### src/rtl/cpu_pkg.sv
// Shared widths and FSM state encoding for the two-port RAM arbiter.
package cpu_pkg;
  localparam int ADDR_W = 4;
  localparam int DATA_W = 8;

  typedef enum logic [1:0] {
    ST_IDLE  = 2'd0,
    ST_ISSUE = 2'd1,
    ST_WAIT  = 2'd2,
    ST_DONE  = 2'd3
  } state_t;
endpackage

### src/rtl/ram_arbiter_if.sv
// Requester handshakes and RAM command bus of the two-port arbiter.
interface ram_arbiter_if;
  import cpu_pkg::*;

  logic              m0_req,   m1_req;
  logic              m0_wr,    m1_wr;
  logic [ADDR_W-1:0] m0_addr,  m1_addr;
  logic [DATA_W-1:0] m0_wdata, m1_wdata;
  logic              m0_gnt,   m1_gnt;
  logic              m0_done,  m1_done;
  logic [DATA_W-1:0] m0_rdata, m1_rdata;
  logic              ram_rd,   ram_wr;
  logic [ADDR_W-1:0] ram_addr;
  logic [DATA_W-1:0] ram_wdata;
  logic [DATA_W-1:0] ram_rdata;

  modport slave (
    input  m0_req, m1_req, m0_wr, m1_wr, m0_addr, m1_addr, m0_wdata, m1_wdata, ram_rdata,
    output m0_gnt, m1_gnt, m0_done, m1_done, m0_rdata, m1_rdata,
           ram_rd, ram_wr, ram_addr, ram_wdata
  );

  modport master (
    output m0_req, m1_req, m0_wr, m1_wr, m0_addr, m1_addr, m0_wdata, m1_wdata, ram_rdata,
    input  m0_gnt, m1_gnt, m0_done, m1_done, m0_rdata, m1_rdata,
           ram_rd, ram_wr, ram_addr, ram_wdata
  );
endinterface

### src/rtl/ram_arbiter_rr_arb2.sv
// Two-way round-robin picker: on a tie the port not granted last time wins.
module rr_arb2 (
  input  logic [1:0] req,
  input  logic       last,
  output logic       grant,
  output logic       valid
);

  // Select the winning port index from the pending requests
  always_comb begin
    grant = 1'b0;
    valid = 1'b0;
    case (req)
      2'b01: begin
        grant = 1'b0;
        valid = 1'b1;
      end
      2'b10: begin
        grant = 1'b1;
        valid = 1'b1;
      end
      2'b11: begin
        grant = ~last;
        valid = 1'b1;
      end
      default: begin
        grant = 1'b0;
        valid = 1'b0;
      end
    endcase
  end

endmodule

### src/rtl/ram_arbiter.sv
// Two-requester single-port RAM arbiter: one access in flight, round-robin on ties,
// registered strobes and per-port completion pulses.
module ram_arbiter
  import cpu_pkg::*;
#(
  parameter int RD_LATENCY = 1
) (
  input logic           clk,
  input logic           rst,
  ram_arbiter_if.slave  bus
);

  localparam logic [2:0] RD_LAT_C = 3'(RD_LATENCY);

  state_t            state_r;
  logic              last_gnt_r;
  logic              port_r;
  logic              wr_r;
  logic [2:0]        cnt_r;
  logic [ADDR_W-1:0] addr_r;
  logic [DATA_W-1:0] wdata_r;
  logic [DATA_W-1:0] rdata0_r, rdata1_r;
  logic              gnt0_r, gnt1_r, done0_r, done1_r;
  logic              ram_rd_r, ram_wr_r;

  logic              pick_s, pick_valid_s;
  logic              sel_wr_s;
  logic [ADDR_W-1:0] sel_addr_s;
  logic [DATA_W-1:0] sel_wdata_s;

  rr_arb2 u_rr_arb2 (
    .req   ({bus.m1_req, bus.m0_req}),
    .last  (last_gnt_r),
    .grant (pick_s),
    .valid (pick_valid_s)
  );

  // Route the winning requester's command toward the grant registers
  always_comb begin
    sel_wr_s    = 1'b0;
    sel_addr_s  = '0;
    sel_wdata_s = '0;
    if (pick_s) begin
      sel_wr_s    = bus.m1_wr;
      sel_addr_s  = bus.m1_addr;
      sel_wdata_s = bus.m1_wdata;
    end else begin
      sel_wr_s    = bus.m0_wr;
      sel_addr_s  = bus.m0_addr;
      sel_wdata_s = bus.m0_wdata;
    end
  end

  // Access sequencer; gnt/done/strobes default low so each is a single-cycle pulse
  always_ff @(posedge clk) begin
    if (rst) begin
      state_r    <= ST_IDLE;
      last_gnt_r <= 1'b1;
      port_r     <= 1'b0;
      wr_r       <= 1'b0;
      cnt_r      <= 3'd0;
      addr_r     <= '0;
      wdata_r    <= '0;
      rdata0_r   <= '0;
      rdata1_r   <= '0;
      gnt0_r     <= 1'b0;
      gnt1_r     <= 1'b0;
      done0_r    <= 1'b0;
      done1_r    <= 1'b0;
      ram_rd_r   <= 1'b0;
      ram_wr_r   <= 1'b0;
    end else begin
      gnt0_r   <= 1'b0;
      gnt1_r   <= 1'b0;
      done0_r  <= 1'b0;
      done1_r  <= 1'b0;
      ram_rd_r <= 1'b0;
      ram_wr_r <= 1'b0;
      case (state_r)
        ST_IDLE: begin
          if (pick_valid_s) begin
            state_r    <= ST_ISSUE;
            port_r     <= pick_s;
            last_gnt_r <= pick_s;
            wr_r       <= sel_wr_s;
            addr_r     <= sel_addr_s;
            wdata_r    <= sel_wdata_s;
            gnt0_r     <= ~pick_s;
            gnt1_r     <= pick_s;
            ram_wr_r   <= sel_wr_s;
            ram_rd_r   <= ~sel_wr_s;
          end
        end
        ST_ISSUE: begin
          if (wr_r) begin
            state_r <= ST_DONE;
            done0_r <= ~port_r;
            done1_r <= port_r;
          end else begin
            state_r <= ST_WAIT;
            cnt_r   <= RD_LAT_C;
          end
        end
        ST_WAIT: begin
          // RAM data is valid in the last counted wait cycle
          if (cnt_r <= 3'd1) begin
            state_r <= ST_DONE;
            done0_r <= ~port_r;
            done1_r <= port_r;
            if (port_r) begin
              rdata1_r <= bus.ram_rdata;
            end else begin
              rdata0_r <= bus.ram_rdata;
            end
          end else begin
            cnt_r <= cnt_r - 3'd1;
          end
        end
        ST_DONE: begin
          state_r <= ST_IDLE;
        end
        default: begin
          state_r <= ST_IDLE;
        end
      endcase
    end
  end

  assign bus.m0_gnt    = gnt0_r;
  assign bus.m1_gnt    = gnt1_r;
  assign bus.m0_done   = done0_r;
  assign bus.m1_done   = done1_r;
  assign bus.m0_rdata  = rdata0_r;
  assign bus.m1_rdata  = rdata1_r;
  assign bus.ram_rd    = ram_rd_r;
  assign bus.ram_wr    = ram_wr_r;
  assign bus.ram_addr  = addr_r;
  assign bus.ram_wdata = wdata_r;

endmodule
### src/flat_wrapper.sv
// flat-port wrapper written by rule: the top's interface ports become plain ports
module ram_arbiter_flat import cpu_pkg::*;
#(
  parameter int RD_LATENCY = 1
)
  (clk, rst, bus_m0_req, bus_m1_req, bus_m0_wr, bus_m1_wr, bus_m0_addr, bus_m1_addr, bus_m0_wdata, bus_m1_wdata, bus_ram_rdata, bus_m0_gnt, bus_m1_gnt, bus_m0_done, bus_m1_done, bus_m0_rdata, bus_m1_rdata, bus_ram_rd, bus_ram_wr, bus_ram_addr, bus_ram_wdata);
  ram_arbiter_if bus_i ();
  input logic clk;
  input logic rst;
  input wire logic [$bits(bus_i.m0_req)-1:0] bus_m0_req;
  input wire logic [$bits(bus_i.m1_req)-1:0] bus_m1_req;
  input wire logic [$bits(bus_i.m0_wr)-1:0] bus_m0_wr;
  input wire logic [$bits(bus_i.m1_wr)-1:0] bus_m1_wr;
  input wire logic [$bits(bus_i.m0_addr)-1:0] bus_m0_addr;
  input wire logic [$bits(bus_i.m1_addr)-1:0] bus_m1_addr;
  input wire logic [$bits(bus_i.m0_wdata)-1:0] bus_m0_wdata;
  input wire logic [$bits(bus_i.m1_wdata)-1:0] bus_m1_wdata;
  input wire logic [$bits(bus_i.ram_rdata)-1:0] bus_ram_rdata;
  output wire logic [$bits(bus_i.m0_gnt)-1:0] bus_m0_gnt;
  output wire logic [$bits(bus_i.m1_gnt)-1:0] bus_m1_gnt;
  output wire logic [$bits(bus_i.m0_done)-1:0] bus_m0_done;
  output wire logic [$bits(bus_i.m1_done)-1:0] bus_m1_done;
  output wire logic [$bits(bus_i.m0_rdata)-1:0] bus_m0_rdata;
  output wire logic [$bits(bus_i.m1_rdata)-1:0] bus_m1_rdata;
  output wire logic [$bits(bus_i.ram_rd)-1:0] bus_ram_rd;
  output wire logic [$bits(bus_i.ram_wr)-1:0] bus_ram_wr;
  output wire logic [$bits(bus_i.ram_addr)-1:0] bus_ram_addr;
  output wire logic [$bits(bus_i.ram_wdata)-1:0] bus_ram_wdata;
  assign bus_i.m0_req = bus_m0_req;
  assign bus_i.m1_req = bus_m1_req;
  assign bus_i.m0_wr = bus_m0_wr;
  assign bus_i.m1_wr = bus_m1_wr;
  assign bus_i.m0_addr = bus_m0_addr;
  assign bus_i.m1_addr = bus_m1_addr;
  assign bus_i.m0_wdata = bus_m0_wdata;
  assign bus_i.m1_wdata = bus_m1_wdata;
  assign bus_i.ram_rdata = bus_ram_rdata;
  assign bus_m0_gnt = bus_i.m0_gnt;
  assign bus_m1_gnt = bus_i.m1_gnt;
  assign bus_m0_done = bus_i.m0_done;
  assign bus_m1_done = bus_i.m1_done;
  assign bus_m0_rdata = bus_i.m0_rdata;
  assign bus_m1_rdata = bus_i.m1_rdata;
  assign bus_ram_rd = bus_i.ram_rd;
  assign bus_ram_wr = bus_i.ram_wr;
  assign bus_ram_addr = bus_i.ram_addr;
  assign bus_ram_wdata = bus_i.ram_wdata;
  ram_arbiter #(.RD_LATENCY(RD_LATENCY)) u_core (.clk(clk), .rst(rst), .bus(bus_i));
endmodule
### config.mk
export PLATFORM = sky130hd
export DESIGN_NAME = ram_arbiter_flat
export DESIGN_NICKNAME = d
export VERILOG_FILES = /design/src/rtl/cpu_pkg.sv /design/src/rtl/ram_arbiter_if.sv /design/src/rtl/ram_arbiter_rr_arb2.sv /design/src/rtl/ram_arbiter.sv /design/src/flat_wrapper.sv
export SDC_FILE = /design/constraint.sdc
export NUM_CORES = 1
export LEC_CHECK = 0
export ABC_AREA = 1
export BUFFER_PORTS_ARGS = -buffer_cell sky130_fd_sc_hd__buf_2
export CAP_MARGIN = 20
export CELL_PAD_IN_SITES_DETAIL_PLACEMENT = 1
export CELL_PAD_IN_SITES_GLOBAL_PLACEMENT = 1
export CORE_ASPECT_RATIO = 1.25
export CORE_MARGIN = 1.5
export CORE_UTILIZATION = 36
export DETAILED_ROUTE_END_ITERATION = 10
export HOLD_SLACK_MARGIN = 0.12
export PLACE_DENSITY = 0.93
export SLEW_MARGIN = 40
export SYNTH_ARGS = -nofsm -noshare
export SYNTH_HDL_FRONTEND = slang
export SYNTH_SLANG_ARGS = --single-unit
### constraint.sdc
create_clock -name clk -period 2.25 [get_ports clk]
set_input_delay 0.225 -clock clk [delete_from_list [all_inputs] [get_ports clk]]
set_output_delay 0.225 -clock clk [all_outputs]
set_load 0.02 [all_outputs]
After elaboration in Yosys (flattened, before gate mapping)
Cells that the tools add are included.

Reduce and logical (&&, ||, !) cells: 9. Mux-type cells: 18. $add $sub $neg: 1. Equal/unequal tests: 10. Order comparisons: 1. Bitwise operators: 6.

Operator list (number): 3-bit AND reduction (3); 2-bit equality test, second input constant (4); 8-bit 2-to-1 mux (1); 2-bit one-hot mux with 4 select lines (1); 1-bit 2-to-1 mux (7); 3-bit 2-to-1 mux (2); 1-bit NOT (6); 1-bit one-hot mux with 2 select lines (3); 3-bit one-hot mux with 2 select lines (1); 3-bit OR reduction (2); 2-bit by 1-bit equality test with 1-bit output, second input constant (2); 2-bit 2-to-1 mux (2); 4-bit 2-to-1 mux (1); 2-bit by 1-bit != test with 1-bit output, second input constant (2); 2-bit != test, second input constant (2); 2-bit AND reduction (2); 3-bit by 1-bit <= comparator with 1-bit output, second input constant (1); 3-bit by 1-bit subtractor with 3-bit output, second input constant (1); 2-bit logical NOT (1); 2-bit nonzero test (1).

Output and inout port bits: 34. Register bits after elaboration: 42.

Longest topological paths before layout
Depth in word-level cells: 5. Gate-level depth with buffers: 8. Depth with buffers taken out: 8.

Modules after synthesis
A second synthesis with hierarchy kept.

Cell total of the unflattened synthesis: 236. Area, all modules: 1800.5 um^2.

Modules (own cells, without submodules): ram_arbiter (instances 1, cells an instance 233, sequential area each 840.8 um^2, area an instance 1785.5 um^2); rr_arb2 (instances 1, cells an instance 3, sequential area each 0.0 um^2, area an instance 15.0 um^2).

Worst setup path after synthesis
Ideal clock, no wire load.

Kind: reg-to-reg. From: register u_core.state_r[0]. To: register u_core.cnt_r[0]. Library setup time: 0.132 ns. Slack: 0.911 ns. Arrival: 1.207 ns. Stages on the path, launching flop included: 7. Period minus slack after synthesis: 1.339 ns. Data required time: 2.118 ns. Path buffers: 0. Path through: dfxtp_1 inv_1 ha_1 a21boi_1 nand2_1 nand2_1 a21oi_1.

Cells in the longest elaborated chain, start to end: 3. Elaborated cells between the ends (all ways): 7. Classes of those cells: eq/ne: 4; mux: 1; reduce/logical: 2.

Ends and longest elaborated chain: start: declaration (RTL line ram_arbiter.sv:15) `state_t state_r;`; start signal: assignment (RTL line ram_arbiter.sv:57) `state_r <= ST_IDLE;`; start signal: assignment (RTL line ram_arbiter.sv:82) `state_r <= ST_ISSUE;`; start signal: assignment (RTL line ram_arbiter.sv:96) `state_r <= ST_DONE;`; 2-bit equality test or 2-bit by 1-bit equality test with 1-bit output (tied branches) (RTL line ram_arbiter.sv:79) `case (state_r)`; 2-bit != test (no source line) or 2-bit nonzero test (tied branches); 3-bit AND reduction (no source line); end signal: assignment (RTL line ram_arbiter.sv:116) `cnt_r <= cnt_r - 3'd1;`; end: declaration (RTL line ram_arbiter.sv:19) `logic [2:0] cnt_r;`.

Several ways; a longest one is shown, not always the timed one. A chain may end at the register's enable or synchronous reset.

Worst setup path after layout
From: register u_core.state_r[0]. To: register u_core.wr_r.

Cells in the longest elaborated chain, start to end: 2.

Ends and longest elaborated chain: 2-bit logical NOT (RTL line ram_arbiter.sv:79); 2-bit AND reduction (no source line); end signal: assignment (RTL line ram_arbiter.sv:85) `wr_r <= sel_wr_s;`; end: declaration (RTL line ram_arbiter.sv:18) `logic wr_r;`.

No other way between the ends.

==> flow_summary.ini <==
[worst_setup_path]
critPathRequiredTime_ps = 2470
critPathLaunchType = flop
worstPathArrival_ps = 1920
crit_fanout = 26
path_class = reg -> reg
cp-end-kind = flop

[global_route]
grt_use_total_pct = 19.8
grt_pass1_wl_mm = 8.20
grt_pass1_vias = 1816
gr-total-overflow = 0
grt_max_degree = 27
antenna_found_initial = 0

[pwr]
netSwitchingFraction_pct = 41.7
pwr-share-seq_pct = 40.9
p_sw_mw = 1.03
clockPowerShare_pct = 19.4
power_density_nw_per_um2 = 1100
p_int_mw = 1.44
ir_drop_v = 0.000446
p_leak_nw = 1.03
power_mw = 2.47
comb_power_share_pct = 39.7

[yosys]
synth-compound-area-share_pct = 17.3
synth_xor_area_share_pct = 0
yosysSeqAreaShare_pct = 47.1
synth_top_family_by_area = simple AND/OR/NAND/NOR gates
synthMuxAreaShare_pct = 0
synth_area_um2 = 1790
netlist_instances = 225
yosysUniqueCellTypes = 22
synthSimpleGateAreaFrac_pct = 25.4
synthAdderAreaFrac_pct = 3.50
ys_warn_count = 0
ys_seq_elements = 42
syn_area_per_cell_um2 = 7.94
synth_nets = 268

[place]
io_buffers = 71
gp_congestion = 0.781
place_hpwl_mm = 3.76

[cells_and_area]
final_cell_mix = 71 x buf_2, 58 x nand2_1, 42 x dfxtp_1
diodes = 0
final_common_cell = buf_2
fill_cells = 629
drive_gt1_share_pct = 31.2
nNetsFinal = 337
area_delta_synth_final_pct = 26.2

[sta]
worst_pin_slew_ps = 588
setup_viol = 0
clock_skew_ps = 7.87
fin_hold_ws_ps = 189
drv_slew = 0
slew_headroom_pct = 60.7
grt_setup_unrepaired = false
setup-tns-final_ps = 0
fin_crit_ps = 1700
timing.fmax_mhz = 589
min_period_over_period_pct = 75.5
hold_violations = 0

[flow_run]
drv_cap = 0

[clock_tree]
clock_sinks = 42
path_clk_slew_ps = 80
cts_buffers = 5
hold_buffers = 0
h-tree-depth = 2
post_cts_buffers = 0
clk_path_buf_depth = 2
clk_latency_ps = 300
clockRootBuffer = clkbuf_8
cts_resized = 0
cts_tree = done

[worst_hold_path]
hp-class = in -> reg

[drt]
wire_per_inst_um = 13.8
drt_first_pass_iters = 4
met2_length_mm = 2.48
drt_iter0_markers = 101
via_per_inst = 5.02
ant_nets = 0
drt-total-wl_mm = 4.88
dr.max_layer_used = met4
via_count = 1781
wl_met1_mm = 1.99
wl_met3_um = 343
drcViolationCount = 0

[floorplan]
pin_count = 72
start_util_pct = 37.5
die_h_um = 81.7
die_area_um2 = 5390
fp.dieW_um = 66.0
core_area_um2 = 4760
rows = 28

[run_status]
outcome = finished, final reports clean
==> metrics by stage <==
stage | cells | util [%] | setup WS, ps | instance area [um2]
after global routing | 355 | 47.3 | 342 | 2250
after floorplan | 225 | - | 911 | 1790
after detailed placement | 347 | 45.5 | 533 | 2170
after CTS | 355 | 47.3 | 512 | 2250
final | 355 | 47.3 | 551 | 2250
after global placement | 347 | 45.5 | 680 | 2170
==> synthesized netlist by cell type <==
library cell	n	area, um2
o21ai_2	1	8.76
inv_1	10	37.5
a21oi_4	2	32.5
inv_2	5	18.8
nor2_1	5	18.8
clkbuf_1	3	11.3
nand3_1	13	65.1
nand3_2	2	20.0
buf_6	2	22.5
a21oi_1	22	110
nand4_1	18	113
or2_2	1	6.26
nand2_1	58	218
a21boi_1	1	7.51
o21ai_0	6	30.0
nand2_2	1	6.26
a31oi_1	12	75.1
dfxtp_1	42	841
o21ai_1	9	45.0
ha_1	5	62.6
buf_2	6	30.0
nor2b_1	1	6.26
==> power by group through the flow <==
stage	Sequential, mW	Clock (mW)	Combinational (mW)
final	1.01	0.480	0.981
after global routing	1.03	0.518	1.11
after CTS	1.01	0.495	0.994
after detailed placement	1.03	0	0.987
after global placement	1.02	0	0.946
after floorplan	1.14	0	0.604
==> cell families after synthesis <==
group	after synthesis
AOI/OAI and AO/OA	53
adders and majority gates	5
buffers and inverters	26
DFF	42
and+or+nand+nor	99
==> worst max-delay path, cell delays in order (launching register included) <==
cell and delay [ps]:
dfxtp_1 340, inv_1 110, ha_1 200, inv_1 90, a21oi_4 480, nand2_1 210, o21ai_1 200
==> area by class of cell <==
cell class              count  area, um2  share of cell area [%]
clock buffers               6       72.6                    3.22
clock inverters             2       13.8                   0.611
inverters                  15       56.3                    2.50
multi-input cells         157        825                    36.6
flip-flops and latches     42        841                    37.3
well taps                  60       75.1                    3.33
repair buffers             73        370                    16.4
==> metal layers <==
layer  vias to the layer above  GRT usage (%)
met5                         -              0
met4                         0           7.35
met3                         5           5.07
met2                        59           37.4
met1                       807           21.0
li1                        910              -
==> final timing paths <==
check	start	to	slack [ps]	cells after the start
setup / recovery	u_core.state_r[0]$_SDFFE_PP0P_	u_core.wr_r$_SDFFE_PP0N_	550	6
hold / removal	bus_m0_wdata[6]	u_core.bus.ram_wdata[6]$_SDFFE_PP0N_	190	3
setup reg to reg	u_core.state_r[0]$_SDFFE_PP0P_	u_core.wr_r$_SDFFE_PP0N_	550	6
hold reg to reg	u_core.bus.m1_rdata[5]$_SDFFE_PP0P_	u_core.bus.m1_rdata[5]$_SDFFE_PP0P_	470	2
==> flip-flops by register name, indices dropped and copies added, names as in the netlist <==
register,count
u_core.bus.m0_done,1
u_core.bus.m1_done,1
u_core.bus.m1_gnt,1
u_core.bus.ram_rd,1
u_core.cnt_r,3
u_core.wr_r,1
u_core.bus.m1_rdata,8
u_core.bus.m0_gnt,1
u_core.bus.ram_wr,1
u_core.bus.m0_rdata,8
u_core.state_r,2
u_core.bus.ram_addr,4
u_core.bus.ram_wdata,8
u_core.port_r,1
u_core.last_gnt_r,1
Power figures use the tool's default switching activity.
